$ cat src/rtl/comp_sum_acc_n_if.sv
// Operand/result bus for comp_sum_acc_n: upstream valid/ready, downstream valid/ready, status.
// master = producer/consumer side (bench or neighbours), slave = the arithmetic block.
interface comp_sum_acc_n_if #(
  parameter int WIDTH = 7,
  parameter int CNT_W = 8
);
  logic             in_valid;
  logic             in_ready;
  logic [1:0]       op;
  logic [WIDTH-1:0] num_A;
  logic [WIDTH-1:0] num_B;
  logic             cin;
  logic             out_valid;
  logic             out_ready;
  logic [WIDTH-1:0] num_sum;
  logic             cout;
  logic             acc_ovf;
  logic [CNT_W-1:0] op_cnt;

  modport master (
    output in_valid, op, num_A, num_B, cin, out_ready,
    input  in_ready, out_valid, num_sum, cout, acc_ovf, op_cnt
  );

  modport slave (
    input  in_valid, op, num_A, num_B, cin, out_ready,
    output in_ready, out_valid, num_sum, cout, acc_ovf, op_cnt
  );
endinterface

$ cat src/rtl/comp_sum_acc_n.sv
// Registered add/sub/accumulate unit, one-cycle latency, valid/ready on both sides.
// Define COMP_SUM_SAT_EN for saturating results (cout/acc_ovf still report the raw carry).
module comp_sum_acc_n #(
  parameter int WIDTH = 7,
  parameter int CNT_W = 8
) (
  input  logic              clk,
  input  logic              rst_n,
  comp_sum_acc_n_if.slave   bus
);

  typedef enum logic [1:0] {
    OP_ADD = 2'b00,
    OP_SUB = 2'b01,
    OP_ACC = 2'b10,
    OP_CLR = 2'b11
  } op_e;

  typedef struct packed {
    logic [WIDTH-1:0] sum;
    logic             cout;
  } res_t;

  localparam logic [WIDTH:0] ONE = {{WIDTH{1'b0}}, 1'b1};

  op_e              op_w;
  logic [WIDTH:0]   raw;
  res_t             res_d;
  res_t             res_q;
  logic [WIDTH-1:0] acc_q;
  logic             ovf_q;
  logic             vld_q;
  logic [CNT_W-1:0] cnt_q;
  logic             xfer;

  assign op_w         = op_e'(bus.op);
  assign bus.in_ready = !vld_q | bus.out_ready;
  assign xfer         = bus.in_valid & bus.in_ready;

  // Everything runs one bit wider so the top bit is the carry / not-borrow.
  always_comb begin
    raw = '0;
    case (op_w)
      OP_ADD:  raw = {1'b0, bus.num_A} + {1'b0, bus.num_B} + {{WIDTH{1'b0}}, bus.cin};
      OP_SUB:  raw = {1'b0, bus.num_A} + {1'b0, ~bus.num_B} + ONE;
      OP_ACC:  raw = {1'b0, acc_q} + {1'b0, bus.num_A};
      default: raw = '0;
    endcase
  end

  always_comb begin
    res_d.sum  = raw[WIDTH-1:0];
    res_d.cout = raw[WIDTH];
`ifdef COMP_SUM_SAT_EN
    if ((op_w == OP_ADD || op_w == OP_ACC) && raw[WIDTH])
      res_d.sum = '1;
    else if (op_w == OP_SUB && !raw[WIDTH])
      res_d.sum = '0;
`endif
  end

  // All visible state only moves on an accepted transfer, so a stalled result holds.
  always_ff @(posedge clk or negedge rst_n) begin
    if (!rst_n) begin
      vld_q <= 1'b0;
      res_q <= '0;
      acc_q <= '0;
      ovf_q <= 1'b0;
      cnt_q <= '0;
    end else if (xfer) begin
      vld_q <= 1'b1;
      res_q <= res_d;
      cnt_q <= cnt_q + 1'b1;
      if (op_w == OP_ACC) begin
        acc_q <= res_d.sum;
        if (raw[WIDTH]) ovf_q <= 1'b1;
      end else if (op_w == OP_CLR) begin
        acc_q <= '0;
        ovf_q <= 1'b0;
      end
    end else if (bus.out_ready) begin
      vld_q <= 1'b0;
    end
  end

  assign bus.out_valid = vld_q;
  assign bus.num_sum   = res_q.sum;
  assign bus.cout      = res_q.cout;
  assign bus.acc_ovf   = ovf_q;
  assign bus.op_cnt    = cnt_q;

endmodule

$ cat src/flat_wrapper.sv
// flat-port wrapper written by rule: the top's interface ports become plain ports
module comp_sum_acc_n_flat 
#(
  parameter int WIDTH = 7,
  parameter int CNT_W = 8
)
  (clk, rst_n, bus_in_valid, bus_op, bus_num_A, bus_num_B, bus_cin, bus_out_ready, bus_in_ready, bus_out_valid, bus_num_sum, bus_cout, bus_acc_ovf, bus_op_cnt);
  comp_sum_acc_n_if #(.WIDTH(WIDTH), .CNT_W(CNT_W)) bus_i ();
  input  logic clk;
  input  logic rst_n;
  input wire logic [$bits(bus_i.in_valid)-1:0] bus_in_valid;
  input wire logic [$bits(bus_i.op)-1:0] bus_op;
  input wire logic [$bits(bus_i.num_A)-1:0] bus_num_A;
  input wire logic [$bits(bus_i.num_B)-1:0] bus_num_B;
  input wire logic [$bits(bus_i.cin)-1:0] bus_cin;
  input wire logic [$bits(bus_i.out_ready)-1:0] bus_out_ready;
  output wire logic [$bits(bus_i.in_ready)-1:0] bus_in_ready;
  output wire logic [$bits(bus_i.out_valid)-1:0] bus_out_valid;
  output wire logic [$bits(bus_i.num_sum)-1:0] bus_num_sum;
  output wire logic [$bits(bus_i.cout)-1:0] bus_cout;
  output wire logic [$bits(bus_i.acc_ovf)-1:0] bus_acc_ovf;
  output wire logic [$bits(bus_i.op_cnt)-1:0] bus_op_cnt;
  assign bus_i.in_valid = bus_in_valid;
  assign bus_i.op = bus_op;
  assign bus_i.num_A = bus_num_A;
  assign bus_i.num_B = bus_num_B;
  assign bus_i.cin = bus_cin;
  assign bus_i.out_ready = bus_out_ready;
  assign bus_in_ready = bus_i.in_ready;
  assign bus_out_valid = bus_i.out_valid;
  assign bus_num_sum = bus_i.num_sum;
  assign bus_cout = bus_i.cout;
  assign bus_acc_ovf = bus_i.acc_ovf;
  assign bus_op_cnt = bus_i.op_cnt;
  comp_sum_acc_n #(.WIDTH(WIDTH), .CNT_W(CNT_W)) u_core (.clk(clk), .rst_n(rst_n), .bus(bus_i));
endmodule
$ cat config.mk
export PLATFORM = sky130hd
export DESIGN_NAME = comp_sum_acc_n_flat
export DESIGN_NICKNAME = d
export VERILOG_FILES = /design/src/rtl/comp_sum_acc_n_if.sv /design/src/rtl/comp_sum_acc_n.sv /design/src/flat_wrapper.sv
export SDC_FILE = /design/constraint.sdc
export NUM_CORES = 1
export LEC_CHECK = 0
export CORE_ASPECT_RATIO = 1.4
export CORE_UTILIZATION = 35
export DETAILED_ROUTE_END_ITERATION = 6
export PLACE_DENSITY = 0.61
export SETUP_SLACK_MARGIN = 0.4
export SLEW_MARGIN = 5
export SYNTH_ARGS = -nofsm -noshare
export SYNTH_HDL_FRONTEND = slang
export SYNTH_SLANG_ARGS = --single-unit
$ cat constraint.sdc
create_clock -name clk -period 1.7 [get_ports clk]
set_clock_uncertainty 0.1 [all_clocks]
set_input_delay 0.17 -clock clk [delete_from_list [all_inputs] [get_ports clk]]
set_output_delay 0.17 -clock clk [all_outputs]
set_load 0.03 [all_outputs]
* After elaboration in Yosys (flattened, before gate mapping)
Cells that the tools add are included.
Operators by class: bitwise logic cells 3, $add $sub $neg 6, multiplexer cells 8, equality and inequality tests 4, reductions and logical operators 6
Operators by type and width (count):
- $add A7 B7 Y8 | 3
- $pmux W8 S3 | 1
- $add A8 B1 Y8 const B | 2
- $mux W7 | 2
- $add A8 B1 Y8 | 1
- $not A7 Y7 | 1
- $mux W1 | 5
- $eq A2 B2 Y1 const B | 2
- $reduce_bool A2 Y1 | 2
- $reduce_and A3 Y1 | 1
- $eq A2 B1 Y1 const B | 1
- $logic_not A2 Y1 | 1
- $ne A2 B1 Y1 const B | 1
- $reduce_and A2 Y1 | 1
- $and A1 B1 Y1 | 1
- $logic_not A1 Y1 | 1
- $or A1 B1 Y1 | 1
Word-level totals: register bits after elaboration 25, output and inout bits 19, bits of input ports 21

* Longest topological paths before layout
Gate-level depths: netlist (run 1).
word-level depth 6, depth in mapped cells 9

* Least setup slack after synthesis (run 1)
OpenSTA, ideal clock, no wires.
kind input to register, from input port bus_cin, to register u_core.res_q, in the netlist u_core.bus.num_sum[4], data required time 1.505 ns, arrival 1.641 ns, cell stages on the path 7, path buffers 0, setup time 0.095 ns, path slack -0.137 ns, path through fa_1 > fa_1 > a21oi_2 > o21bai_1 > mux2i_1 > xnor2_1 > o31ai_1
Between the ends: cells in the longest elaborated chain, start to end 2
Ends and longest elaborated chain:
- start: declaration | line flat_wrapper.sv:15 | input wire logic [$bits(bus_i.cin)-1:0] bus_cin;
- $add A8 B1 Y8 | line comp_sum_acc_n.sv:44 | OP_ADD: raw = {1'b0, bus.num_A} + {1'b0, bus.num_B} + {{WIDTH{1'b0}}, bus.cin};
- $pmux W8 S3 | line comp_sum_acc_n.sv:43 | case (op_w)
- end signal: assignment | line comp_sum_acc_n.sv:72 | res_q <= res_d;
- end: declaration | line comp_sum_acc_n.sv:29 | res_t res_q;
Every way passes these cells. A chain may end at the register's enable or synchronous reset.

* Worst setup path in the final report (run 1)
from register u_core.acc_q[1], to register u_core.res_q, in the netlist u_core.bus.cout
Between the ends: cells in the longest elaborated chain, start to end 2
Ends and longest elaborated chain:
- start: declaration | line comp_sum_acc_n.sv:30 | logic [WIDTH-1:0] acc_q;
- start signal: assignment | line comp_sum_acc_n.sv:75 | acc_q <= res_d.sum;
- $add A7 B7 Y8 | line comp_sum_acc_n.sv:46 | OP_ACC: raw = {1'b0, acc_q} + {1'b0, bus.num_A};
- $pmux W8 S3 | line comp_sum_acc_n.sv:43
Every way passes these cells.

==> results of run 1 <==
-- cells by family (layout without fill, tap and decap cells) --
logic type / Yosys count / in the layout / share of synthesized area, %
muxes: 4 / 4 / 2.09
buffers and inverters: 28 / 110 / 7.19
DFF: 25 / 25 / 32.7
adders and majority gates: 26 / 26 / 18.6
xor gates and xnor gates: 19 / 19 / 8.69
and+or+nand+nor: 50 / 50 / 12.9
AOI/OAI and AO/OA: 49 / 49 / 17.8
-- power by group --
part           leakage, nW  switching [mW]  internal (mW)
Clock               0.0217           0.188          0.166
Combinational         1.06           0.840          0.785
Sequential           0.318           0.163          0.769
Total                 1.40            1.19           1.72
-- Yosys cell counts (4+ instances only) --
| cell type | instances |
|---|---|
| a21o_1 | 5 |
| a21oi_1 | 9 |
| buf_4 | 4 |
| dfrtp_1 | 25 |
| fa_1 | 4 |
| ha_1 | 22 |
| inv_1 | 18 |
| mux2i_1 | 4 |
| nand2_1 | 21 |
| nand3_1 | 5 |
| nor2_1 | 6 |
| o211ai_1 | 4 |
| o21ai_0 | 9 |
| o31ai_1 | 4 |
| xnor2_1 | 13 |
| xor2_1 | 6 |
-- final cells by class --
class                   count  area [sq um]  share of cell area [%]
clock inverters             1          7.51                   0.254
repair buffers             87           751                    25.4
flip-flops and latches     25           627                    21.2
multi-input cells         148          1370                    46.5
inverters                  19          71.3                    2.42
well taps                  66          82.6                    2.80
clock buffers               3          41.3                    1.40
-- cells in the final DEF, fill, tap and decap left out, drive strengths merged, types with 2 or more instances in the layout --
cell type and count:
a21o 5, a21oi 10, buf 52, clkbuf 9, clkdlybuf4s15 13, clkdlybuf4s50 8
dfrtp 25, dlygate4sd2 7, fa 4, ha 22, inv 19, mux2i 4
nand2 23, nand2b 4, nand3 5, nand4 3, nor2 7, nor2b 2
nor3 2, o2111ai 2, o211ai 4, o21ai 12, o21bai 2, o31ai 4
or3 2, xnor2 13, xor2 6
-- critical path: stages (launching register included) --
cell and delay, ps:
dfrtp_1 410, ha_1 280, a21o_1 180, nand4_1 120, nand3_2 110, a211o_1 270
o211ai_1 130, o211ai_1 130
-- state kept, by name, indices dropped and copies added (netlist names) --
register	cells
u_core.bus.op_cnt	8
u_core.acc_q	7
u_core.bus.num_sum	7
u_core.bus.acc_ovf	1
u_core.bus.cout	1
u_core.bus.out_valid	1
-- final timing paths --
| path | startpoint | endpoint | depth (start not counted) | slack, ps |
|---|---|---|---|---|
| worst min-delay path | rst_n | u_core.bus.op_cnt[2] | 2 | 160 |
| worst min register to register | u_core.bus.op_cnt[7] | u_core.bus.op_cnt[7] | 1 | 370 |
| min in group clk | bus_num_A[0] | u_core.acc_q[0] | 4 | 330 |
| max in group asynchronous | rst_n | u_core.bus.out_valid | 2 | 1070 |
| worst max-delay path | u_core.acc_q[1] | u_core.bus.cout | 7 | -140 |
| worst max register to register | u_core.acc_q[1] | u_core.bus.cout | 7 | -140 |
-- routing by layer --
| layer | track usage (%) | vias to the layer above |
|---|---|---|
| met5 | 0 | - |
| met4 | 6.06 | 0 |
| met3 | 1.15 | 6 |
| met2 | 31.3 | 38 |
| met1 | 18.7 | 793 |
| li1 | - | 859 |
-- what timing repair did --
action	CTS	global route
pin swaps	35	16
buffers inserted	9	4
resized for setup	100	26
setup endpoints to repair	38	35
hold endpoints to repair	0	0
hold buffers	0	0
==> results.cfg, run 1 <==
[worst_setup_path]
critical_path_class = reg -> reg
cp-end-kind = flip-flop
cp.required_ps = 1750
critPathLaunchType = flip-flop
crit_path_max_fanout = 3
cp.arrival_ps = 1890

[logic_synthesis]
yosys-top-cells-area = dfrtp_1 (33%), ha_1 (14%), xnor2_1 (5.9%), fa_1 (4.2%), nand2_1 (4.1%)
synth.ff_latch_count = 25
synth_cells = 201
synth_nets = 248
ys.flop_type = dfrtp_1
synth_area_sq_um = 1910
synthArstFlopShare_pct = 100
yosys.area.top_type = dfrtp_1
postSynthAreaPerCell_sq_um = 9.52
synth_top_cell_area_share_pct = 32.7
synth-edff-count = 0
seq_area_frac_synth_pct = 32.7
synth.distinct_cells = 46
yosysWarnings = 0

[cts]
clock_latency_ps = 260
cts_sinks = 25
clock-root-buffer = clkbuf_8
clockBufferDepth = 2
cts_buffers = 3
cts_htree_levels = 1
cts_tree = built
cts.clk_slew.worst_paths_ps = 100

[grt]
grt_max_degree = 26
antenna_found_initial = 0
grtUsageTotal_pct = 16.3
grt-ovfl-total = 0
grt_pass1_vias = 1679
grt_pass1_wl_um = 7290

[drt]
final_antenna_net_count = 0
finalWirelength_um = 4380
highest_layer = met4
drt_iter0_drc = 47
drcViolationCount = 0
wl_met2_um = 2360
vias = 1696
wl_met3_um = 115
detail_route.vias_per_cell = 4.86
routedWlPerCell_um = 12.5
met1_length_um = 1840
dr.pass1.iters = 4

[sta]
setup_ws_ps = -145
min_period_over_period_pct = 109
slew_viol_final = 0
finalSetupViolCount = 9
rsz0062_at_grt = true
holdWs_ps = 162
fmax_mhz = 542
worst_slew_pin_slew_ps = 324
period_minus_slack_ps = 1840
setup_tns_ps = -764
slew_headroom_pct = 78.4
hold_viol = 0

[place]
gp_congestion = 0.854
dp_cells = 332
dp_slack_ps = -654
io_buffers = 39
place_area_sq_um = 2620
hpwl_um = 3430

[die]
ios = 40
die_h_um = 89.5
die_area_sq_um = 5770
die_width_um = 64.5
core_area_sq_um = 5240
start_util_pct = 36.6
num_rows = 31

[job]
maxCapViolations = 0

[finish]
finish.instance_area_sq_um = 2950
n_fill_cell = 496
area_growth_pct = 54.2
instances_no_fill = 349
post-route-util_pct = 56.4
diodes = 0
fin_nets = 331
final_layout_size_suffix_gt1_share_pct = 41.0

[run_status]
status = finished with violations
violations = setup timing

[worst_hold_path]
hold_path.class = in -> async

[power]
power_density_nw_per_um2 = 986
power_mw = 2.91
peakVddDrop_mv = 0.461
leakagePower_nw = 1.40
Note: power is estimated with default switching activity, not from simulation.
==> run 2: changes to the inputs <==
--- a/config.mk
+++ b/config.mk
@@ -10,7 +10,7 @@
 export DETAILED_ROUTE_END_ITERATION = 6
 export PLACE_DENSITY = 0.61
 export SETUP_SLACK_MARGIN = 0.4
-export SLEW_MARGIN = 5
+export SLEW_MARGIN = 20
 export SYNTH_ARGS = -nofsm -noshare
 export SYNTH_HDL_FRONTEND = slang
 export SYNTH_SLANG_ARGS = --single-unit
==> results of run 2 <==
Same layout as run 1: the final DEF is identical, and so are final timing and power.
